**src/rtl/diff_out_lanes.sv**
```systemverilog
// Multi-lane complementary output stage for the PRBS7 path.
// Each lane word is selected from idle fill, training pattern or live data and then
// encoded into a p/n pair. Lane enable and polarity swap are applied in the same stage.
// The result is delayed by PIPE register stages in total.
// PIPE must lie in 1..4 and TRAIN_LEN must be at least 1.
module diff_out_lanes #(
  parameter int unsigned          WORDWIDTH = 16,
  parameter int unsigned          NLANES    = 4,
  parameter int unsigned          PIPE      = 1,
  parameter int unsigned          TRAIN_LEN = 64,
  parameter logic [WORDWIDTH-1:0] TRAIN_PAT = 16'hF0F0,
  parameter logic [WORDWIDTH-1:0] IDLE_PAT  = 16'h0000
) (
  input  logic                        clk,
  input  logic                        rstn,
  input  logic [NLANES*WORDWIDTH-1:0] sig_in,
  input  logic                        sig_valid,
  input  logic [NLANES-1:0]           lane_en,
  input  logic [NLANES-1:0]           polarity_swap,
  input  logic                        train_req,
  output logic                        train_busy,
  output logic                        out_valid,
  output logic [NLANES*WORDWIDTH-1:0] sig_out_p,
  output logic [NLANES*WORDWIDTH-1:0] sig_out_n
);

  localparam int unsigned CntW = $clog2(TRAIN_LEN + 1);
  localparam int unsigned BusW = NLANES * WORDWIDTH;

  typedef enum logic [1:0] {
    StIdle,
    StTrain,
    StData
  } state_e;

  state_e          state_q, state_d;
  logic [CntW-1:0] cnt_q, cnt_d;

  // Stage-1 encoded values, ahead of the first register.
  logic [BusW-1:0]      enc_p, enc_n;
  logic                 enc_vld;
  logic [WORDWIDTH-1:0] lane_word;

  // Output pipeline; index 0 is stage 1, index PIPE-1 drives the pins.
  logic [BusW-1:0] p_q [PIPE];
  logic [BusW-1:0] n_q [PIPE];
  logic [PIPE-1:0] vld_q;

  // State and training counter registers.
  always_ff @(posedge clk or negedge rstn) begin
    if (!rstn) begin
      state_q <= StIdle;
      cnt_q   <= '0;
    end else begin
      state_q <= state_d;
      cnt_q   <= cnt_d;
    end
  end

  // Next-state logic. Requests during a burst are ignored, so a burst is never extended.
  always_comb begin
    state_d = state_q;
    cnt_d   = cnt_q;
    unique case (state_q)
      StIdle: begin
        if (train_req) begin
          state_d = StTrain;
          cnt_d   = '0;
        end
      end
      StTrain: begin
        if (cnt_q == CntW'(TRAIN_LEN - 1)) begin
          state_d = StData;
          cnt_d   = '0;
        end else begin
          cnt_d = cnt_q + CntW'(1);
        end
      end
      StData: begin
        if (train_req) begin
          state_d = StTrain;
          cnt_d   = '0;
        end
      end
      default: begin
        state_d = StIdle;
        cnt_d   = '0;
      end
    endcase
  end

  // Word select and p/n encode for every lane, using the state before the edge.
  always_comb begin
    enc_p     = '0;
    enc_n     = '0;
    lane_word = IDLE_PAT;
    enc_vld   = (state_q == StData) && sig_valid;
    for (int k = 0; k < int'(NLANES); k++) begin
      if (state_q == StTrain) begin
        lane_word = TRAIN_PAT;
      end else if (enc_vld) begin
        lane_word = sig_in[k*WORDWIDTH +: WORDWIDTH];
      end else begin
        lane_word = IDLE_PAT;
      end
      // A disabled lane stays 0/0, which makes it electrically idle.
      if (lane_en[k]) begin
        enc_p[k*WORDWIDTH +: WORDWIDTH] = polarity_swap[k] ? ~lane_word : lane_word;
        enc_n[k*WORDWIDTH +: WORDWIDTH] = polarity_swap[k] ? lane_word : ~lane_word;
      end
    end
  end

  // Stage-1 capture followed by PIPE-1 plain delay stages.
  always_ff @(posedge clk or negedge rstn) begin
    if (!rstn) begin
      for (int i = 0; i < int'(PIPE); i++) begin
        p_q[i] <= '0;
        n_q[i] <= '0;
      end
      vld_q <= '0;
    end else begin
      p_q[0]   <= enc_p;
      n_q[0]   <= enc_n;
      vld_q[0] <= enc_vld;
      for (int i = 1; i < int'(PIPE); i++) begin
        p_q[i]   <= p_q[i-1];
        n_q[i]   <= n_q[i-1];
        vld_q[i] <= vld_q[i-1];
      end
    end
  end

  assign sig_out_p  = p_q[PIPE-1];
  assign sig_out_n  = n_q[PIPE-1];
  assign out_valid  = vld_q[PIPE-1];
  // This status comes straight from the state, so it leads the data by PIPE cycles.
  assign train_busy = (state_q == StTrain);

endmodule

```
**config.mk**
```make
export PLATFORM = sky130hd
export DESIGN_NAME = diff_out_lanes
export DESIGN_NICKNAME = d
export VERILOG_FILES = /design/src/rtl/diff_out_lanes.sv
export SDC_FILE = /design/constraint.sdc
export NUM_CORES = 1
export LEC_CHECK = 0
export ABC_CLOCK_PERIOD_IN_PS = 1500
export CORE_AREA = 2 2 118 120
export CTS_CLUSTER_SIZE = 40
export DETAILED_ROUTE_END_ITERATION = 10
export DIE_AREA = 0 0 120 122
export GPL_TIMING_DRIVEN = 0
export PLACE_DENSITY = 0.8
export SYNTH_ARGS = -nofsm -noshare
export SYNTH_HDL_FRONTEND = slang
export SYNTH_SLANG_ARGS = --single-unit
```
**constraint.sdc**
```tcl
create_clock -name clk -period 1.5 [get_ports clk]
set_input_delay 0.225 -clock clk [delete_from_list [all_inputs] [get_ports clk]]
set_output_delay 0.225 -clock clk [all_outputs]
set_load 0.1 [all_outputs]
```
After elaboration in Yosys (flattened, before gate mapping)
Index checks and enable logic that the tools add are counted.
{"block": "op_classes", "addsub": 1, "mul": 0, "div": 0, "magnitude_cmp": 0, "n_eq_ne": 5, "shifts": 0, "mux": 30, "bitwise_logic": 4, "n_reduce_logical": 4}
{"op": "16-bit 2-to-1 mux", "n": 24}
{"op": "16-bit inverter", "n": 4}
{"op": "7-bit 2-to-1 mux", "n": 2}
{"op": "7-bit one-hot mux with 2 select lines", "n": 1}
{"op": "7-bit by 1-bit adder with 7-bit output, second input constant", "n": 1}
{"op": "7-bit by 6-bit equality test with 1-bit output, second input constant", "n": 1}
{"op": "2-bit 2-to-1 mux", "n": 2}
{"op": "2-bit by 1-bit inequality test with 1-bit output, second input constant", "n": 2}
{"op": "2-bit one-hot mux with 2 select lines", "n": 1}
{"op": "2-bit by 1-bit equality test with 1-bit output, second input constant", "n": 1}
{"op": "2-bit equality test, second input constant", "n": 1}
{"op": "2-bit zero test", "n": 1}
{"op": "2-bit AND reduction", "n": 1}
{"op": "2-bit OR reduction", "n": 1}
{"op": "1-bit logical AND", "n": 1}
{"block": "totals", "reg_bits": 138, "latch_bits": 0, "ramBits": 0, "mem_bits_ro": 0, "input_bits": 76, "wordCells": 49, "n_memories": 0}

Longest topological paths before layout
Gate-level depths: netlist of the first run.
{"block": "logic_depth", "ltp_word": 7, "ltp_mapped": 6}

Worst setup path before layout of the first run
OpenSTA, ideal clock, no wires.
{"block": "synth_path", "path_kind": "reg2reg", "from": "register state_q[1]", "to": "register cnt_q[5]", "setup_ns": 0.082, "arrival_time_ns": 1.355, "required_time_ns": 1.418, "setup_slack_ns": 0.063, "path_stages_with_launch": 7, "n_path_buf": 2, "period_less_slack_ns": 1.437, "path_cell_list": "dfrtp_1 -> buf_2 -> nand2b_4 -> inv_6 -> clkbuf_8 -> o21ai_2 -> a22oi_2"}
{"block": "synth_between", "word_cells_on_any_way": 6, "classes_between": "eq/ne: 3; mux: 1; reduce/logical: 2"}
{"item": "start, declared", "line_no": "36", "rtl": "state_e state_q, state_d;"}
{"item": "start signal, assigned", "line_no": "52", "rtl": "state_q <= StIdle;"}
{"item": "start signal, assigned", "line_no": "55", "rtl": "state_q <= state_d;"}
{"item": "2-bit by 1-bit equality test with 1-bit output"}
{"item": "named net train_busy", "line_no": "21", "rtl": "output logic train_busy,"}
{"item": "7-bit one-hot mux with 2 select lines", "line_no": "64", "rtl": "unique case (state_q)"}
{"item": "end signal, assigned", "line_no": "56", "rtl": "cnt_q <= cnt_d;"}
{"item": "end, declared", "line_no": "37", "rtl": "logic [CntW-1:0] cnt_q, cnt_d;"}
The timed path passes the listed nets, and every way through them passes these cells.
A chain may end at the register's enable or synchronous reset.

Worst setup path after layout of the first run
{"block": "layout_path", "from": "register state_q[1]", "to": "output port train_busy"}
{"block": "layout_between", "elab_chain_cells": 1}
{"item": "2-bit by 1-bit equality test with 1-bit output", "line_no": "138", "rtl": "assign train_busy = (state_q == StTrain);"}
{"item": "end, declared", "line_no": "21"}
No other way between the ends.

==> flow_summary.yaml, run 1 <==
synth:
  ys_seq_elements: 138
  yosysSeqAreaShare: 0.568
  synth.cell_area_um2: 6080
  synthCells: 443
  syn-num-nets: 520
  yosysWarnings: 0
  syn_area_per_cell_um2: 13.7
  synth_top_cell_area_share: 0.568
  synth_top_area_cell: "dfrtp_1"
  yosys-top-cells-area: "dfrtp_1 57%, mux2i_1 11%, a21oi_4 7.8%, nand4b_1 4.8%, xor2_1 4.8%"
  synth_cell_types: 37
status:
  violations: "negative setup slack"
  status: "complete, but fails checks"
critical_path:
  cp-start-kind: "register"
  ff2ff_setup_slack_ps: 20
  reg2reg_from: "state_q[0]$_DFFE_PN0P_"
  timing.rr.end: "sig_out_n[0]$_DFF_PN0_"
  worstPathMaxFanout: 4
  worstSetupStartpoint: "state_q[1]$_DFFE_PN0P_"
  critPathKind: "register to output pin"
  cp.arrival_ps: 1350
  required_ps: 1270
  worstSetupEndpoint: "train_busy"
  worstRegToRegCells: 5
  end_kind: "output pin"
floorplanning:
  die_w_um: 120
  floorplan.rows: 43
  dieArea_um2: 14600
  start_util: 0.450
  die_y_um: 122
  io_pins: 206
  core_area_um2: 13500
sta:
  layout_setup_ws_ps: -75.9
  fmax_ghz: 0.635
  holdWs_ps: 297
  finalCriticalPeriod_ps: 1580
  fin_crit_sh: 1.05
  hold_violations: 0
  rsz0062_at_grt: "yes"
  tightestPinTransition_ps: 596
  setup_violations: 1
  drv_slew: 0
  slew_headroom: 0.603
  fin_skew_ps: 3.34
route:
  via_per_inst: 4.85
  drtPass1Iterations: 4
  wl_um: 14400
  num_vias: 4165
  routedWlPerCell_um: 16.8
  antenna_left: 0
  dr.first_iter.drc_count: 194
  route.detailed.drc: 0
grt:
  antenna_found_initial: 0
  grt_max_degree: 76
  grt.total_usage: 0.202
  grt_pass1_wl_um: 22200
  grt_pass1_vias: 4266
  overflow: 0
cells_and_area:
  area_delta_synth_final_pct: 38.3
  instances_no_fill: 858
  fin_util: 0.623
  n_antenna_cell: 0
  drive_gt1_frac: 0.338
  nNetsFinal: 742
  fillCellCount: 1087
  seqCellArea_um2: 3450
  fin_area_um2: 8410
  multiInputGateArea_um2: 2360
place:
  dp_cells: 824
  gp_congestion: 0.792
  port_buffers: 200
  hpwl_um: 10400
  dpl_cell_area_um2: 8340
clocking:
  cts.sinks: 138
  cts-root-buf: "clkbuf_16"
  numCtsBuffers: 17
  clk_path_buf_depth: 2
  cts_max_level: 4
  clkTransAtPathRegs_ps: 60
  cts_tree: "done"
  insertion_delay_ps: 410
pwr:
  power_density_nw_per_um2: 1390
  ir_drop_mv: 0.675
  p_leak_uw: 0.00386
min_path:
  worstHoldStart: "polarity_swap[2]"
  min_path_type: "primary input to register"
  hold_depth: 3
flow_run:
  maxCapViolCount: 0
cell families after synthesis:
group,count (synthesis),synth area share
AO/OA/AOI/OAI,47,0.0994
multiplexers,64,0.105
XOR/XNOR,33,0.0475
flip-flops,138,0.568
AND/OR/NAND/NOR,118,0.134
adder cells (fa/ha/maj),1,0.00206
buffers and inverters,42,0.0438
worst min path at each step:
stage                               to  slack, ps
2_1_floorplan     cnt_q[0]$_DFFE_PN0P_        -70
3_3_place_gp      cnt_q[6]$_DFFE_PN0P_        460
3_5_place_dp   sig_out_p[40]$_DFF_PN0_        250
4_1_cts        sig_out_p[58]$_DFF_PN0_        280
5_1_grt        sig_out_p[49]$_DFF_PN0_        310
6_report       sig_out_p[33]$_DFF_PN0_        300
report_power, final:
group | internal (µW) | leakage [µW] | switching, µW | total [µW]
Clock | 2830 | 0.000300 | 1530 | 4370
Combinational | 747 | 0.00178 | 2440 | 3180
Sequential | 4020 | 0.00178 | 153 | 4170
Total | 7600 | 0.00386 | 4120 | 11700
cells in the mapped netlist:
master / number
ha_1: 1
inv_6: 1
xor2_1: 33
a21oi_1: 5
and3b_1: 1
a31oi_1: 1
nand2b_4: 1
and3_1: 1
and2_1: 32
nand4b_1: 33
nand3_1: 1
or3_1: 3
a22o_1: 1
clkbuf_1: 16
nor2b_1: 32
clkbuf_8: 1
buf_6: 3
clkbuf_2: 1
buf_12: 3
buf_2: 14
nor2_1: 1
clkbuf_4: 1
o21a_1: 1
o21ai_1: 1
o21ai_0: 5
o21ai_2: 1
a21oi_4: 29
nand2b_1: 5
or2_2: 1
a22oi_2: 1
mux2i_1: 64
nand2_1: 6
o2111ai_4: 1
inv_1: 2
nor3b_1: 1
a21o_1: 1
dfrtp_1: 138
final cells by class:
class                           instances  share of cell area
Inverter                                3             0.00223
Multi-Input combinational cell        263               0.281
Sequential cell                       138               0.411
Timing Repair Buffer                  206               0.172
Clock inverter                         10              0.0165
Clock buffer                           22              0.0588
Buffer                                 36              0.0320
Tap cell                              180              0.0268
layout by cell type (no fill, tap or decap), types with 6 or more instances in the layout:
cell	n
clkbuf_1	12
nand2_1	6
a21oi_4	29
and2_1	32
clkbuf_16	18
clkdlybuf4s50_1	69
xor2_1	33
dfrtp_1	137
mux2i_1	63
nand4b_1	33
nor2b_1	32
buf_2	143
stage by stage:
stage | setup slack, ps | TNS, ps | total power [µW]
floorplan | 62.7 | 0 | 6630
finish | -75.9 | -75.9 | 11700
global route | -130 | -889 | 12100
detailed placement | -982 | -39430 | 7610
global placement | -4830 | -701950 | 7550
CTS | -97.9 | -97.9 | 11800
flip-flops by register name (all words and copies together), names as in the netlist:
name / cells
out_valid: 1
sig_out_n: 64
sig_out_p: 64
state_q: 2
cnt_q: 7
worst max-delay path, cell delays in order (launching register included):
cell       delay [ps]
dfrtp_2           420
nand2b_4          170
inv_8              60
clkbuf_16         130
buf_16            160
per-layer routing:
metal	vias up	GRT usage	wire length [µm]
li1	1943	-	-
met1	2043	0.236	5880
met4	0	0.0824	301
met3	25	0.0698	1030
met5	-	0	0
met2	154	0.341	7210
what timing repair did:
action	CTS	global route
endpoints found under the setup margin	154	60
hold buffers	1	0
pin swaps	0	2
buffers inserted	4	0
resized for setup	655	13
hold endpoints to repair	63	0
(Power assumes the default switching activity.)
==> run 2, diff against run 1 <==
--- a/config.mk
+++ b/config.mk
@@ -11,6 +11,7 @@
 export DETAILED_ROUTE_END_ITERATION = 10
 export DIE_AREA = 0 0 120 122
 export GPL_TIMING_DRIVEN = 0
+export MAX_ROUTING_LAYER = met4
 export PLACE_DENSITY = 0.8
 export SYNTH_ARGS = -nofsm -noshare
 export SYNTH_HDL_FRONTEND = slang
==> flow_summary.yaml, run 2 (synthesized netlist as in run 1, its figures left out) <==
cells_and_area:
  area_delta_synth_final_pct: 38.3
  nNetsFinal: 742
  instances_no_fill: 858
  fillCellCount: 1087
  final_cell_mix: "143 x buf_2, 137 x dfrtp_1, 69 x clkdlybuf4s50_1, 63 x mux2i_1"
  fin_util: 0.623
  layout_commonest_cell: "buf_2"
  drive_gt1_frac: 0.338
  n_antenna_cell: 0
min_path:
  hold_depth: 3
  whs_endpoint: "sig_out_p[33]$_DFF_PN0_"
  min_path_type: "primary input to register"
  worstHoldStart: "polarity_swap[2]"
pwr:
  p_leak_uw: 0.00386
  ir_drop_mv: 0.674
  power_density_nw_per_um2: 1390
sta:
  fmax_ghz: 0.634
  hold_violations: 0
  setup_violations: 1
  holdWs_ps: 297
  rsz0062_at_grt: "yes"
  slew_headroom: 0.601
  drv_slew: 0
  fin_crit_sh: 1.05
  fin_skew_ps: 3.10
  layout_setup_ws_ps: -77.6
  tightestPinTransition_ps: 598
  finalCriticalPeriod_ps: 1580
route:
  num_vias: 4177
  dr.first_iter.drc_count: 219
  routedWlPerCell_um: 16.8
  via_per_inst: 4.87
  route.detailed.drc: 0
  wl_um: 14400
  antenna_left: 0
  drtPass1Iterations: 4
critical_path:
  worstRegToRegCells: 5
  worstPathMaxFanout: 4
  cp.arrival_ps: 1350
  worstSetupStartpoint: "state_q[1]$_DFFE_PN0P_"
  required_ps: 1270
  end_kind: "output pin"
  reg2reg_from: "state_q[0]$_DFFE_PN0P_"
  timing.rr.end: "sig_out_n[0]$_DFF_PN0_"
  critPathKind: "register to output pin"
  ff2ff_setup_slack_ps: 20
  cp-start-kind: "register"
floorplanning:
  dieArea_um2: 14600
  die_w_um: 120
  floorplan.rows: 43
  die_y_um: 122
  start_util: 0.450
  core_area_um2: 13500
  io_pins: 206
clocking:
  numCtsBuffers: 17
  cts.sinks: 138
  cts_max_level: 4
  insertion_delay_ps: 410
  cts-root-buf: "clkbuf_16"
  clkTransAtPathRegs_ps: 60
  clk_path_buf_depth: 2
  cts_tree: "done"
place:
  dp_cells: 824
  gp_congestion: 0.803
  hpwl_um: 10400
  port_buffers: 200
grt:
  grt.total_usage: 0.207
  antenna_found_initial: 0
  grt_pass1_wl_um: 22200
  grt_pass1_vias: 4258
  overflow: 0
  grt_max_degree: 76
flow_run:
  maxCapViolCount: 0
status:
  status: "complete, but fails checks"
  violations: "negative setup slack"
run 2: cell counts in the layout (fill, tap and decap cells not counted):
No cell type changed its count.
run 2: repair_timing:
| item | in CTS | in global routing |
|---|---|---|
| pin swaps | 0 | 2 |
| buffers inserted | 4 | 0 |
| endpoints found under the setup margin | 154 | 60 |
| hold buffers | 1 | 0 |
| hold endpoints to repair | 63 | 0 |
| gates resized for setup | 655 | 13 |
run 2: how the worst max path moves through the flow:
stage	to	slack [ps]	cells past startpoint
3_3_place_gp	out_valid$_DFF_PN0_	-4830	1
2_1_floorplan	cnt_q[5]$_DFFE_PN0P_	60	6
5_1_grt	train_busy	-130	4
3_5_place_dp	train_busy	-980	5
6_report	train_busy	-80	4
4_1_cts	train_busy	-100	4
run 2: per-stage QoR:
stage               instance area [µm²]  TNS (ps)  total power [µW]  setup WS [ps]
global placement                   8310   -701950              7550          -4830
floorplan                          6080         0              6630           62.7
detailed placement                 8340    -39430              7610           -982
CTS                                8410     -97.9             11800          -97.9
global route                       8410      -888             12100           -128
finish                             8410     -77.6             11700          -77.6
run 2: area by class of cell:
class / count / area [µm²] / area share
Multi-Input combinational cell: 263 / 2360 / 0.281
Inverter: 3 / 18.8 / 0.00223
Clock buffer: 22 / 494 / 0.0588
Sequential cell: 138 / 3450 / 0.411
Buffer: 36 / 269 / 0.0320
Tap cell: 180 / 225 / 0.0268
Clock inverter: 10 / 139 / 0.0165
Timing Repair Buffer: 206 / 1440 / 0.172
run 2: metal layers:
metal | up-vias | part of all wire | track usage
met2 | 169 | 0.50 | 0.340
li1 | 1943 | - | -
met5 | - | 0 | -
met4 | 0 | 0.021 | 0.0824
met1 | 2039 | 0.41 | 0.241
met3 | 26 | 0.069 | 0.0604
run 2: worst max-delay path, stage by stage, from the launching register on:
cell and delay [ps]:
dfrtp_2 420, nand2b_4 170, inv_8 60, clkbuf_16 130, buf_16 160
run 2: report_power, final:
group          switching, µW  internal, µW
Combinational           2440           747
Sequential               153          4020
Clock                   1540          2830
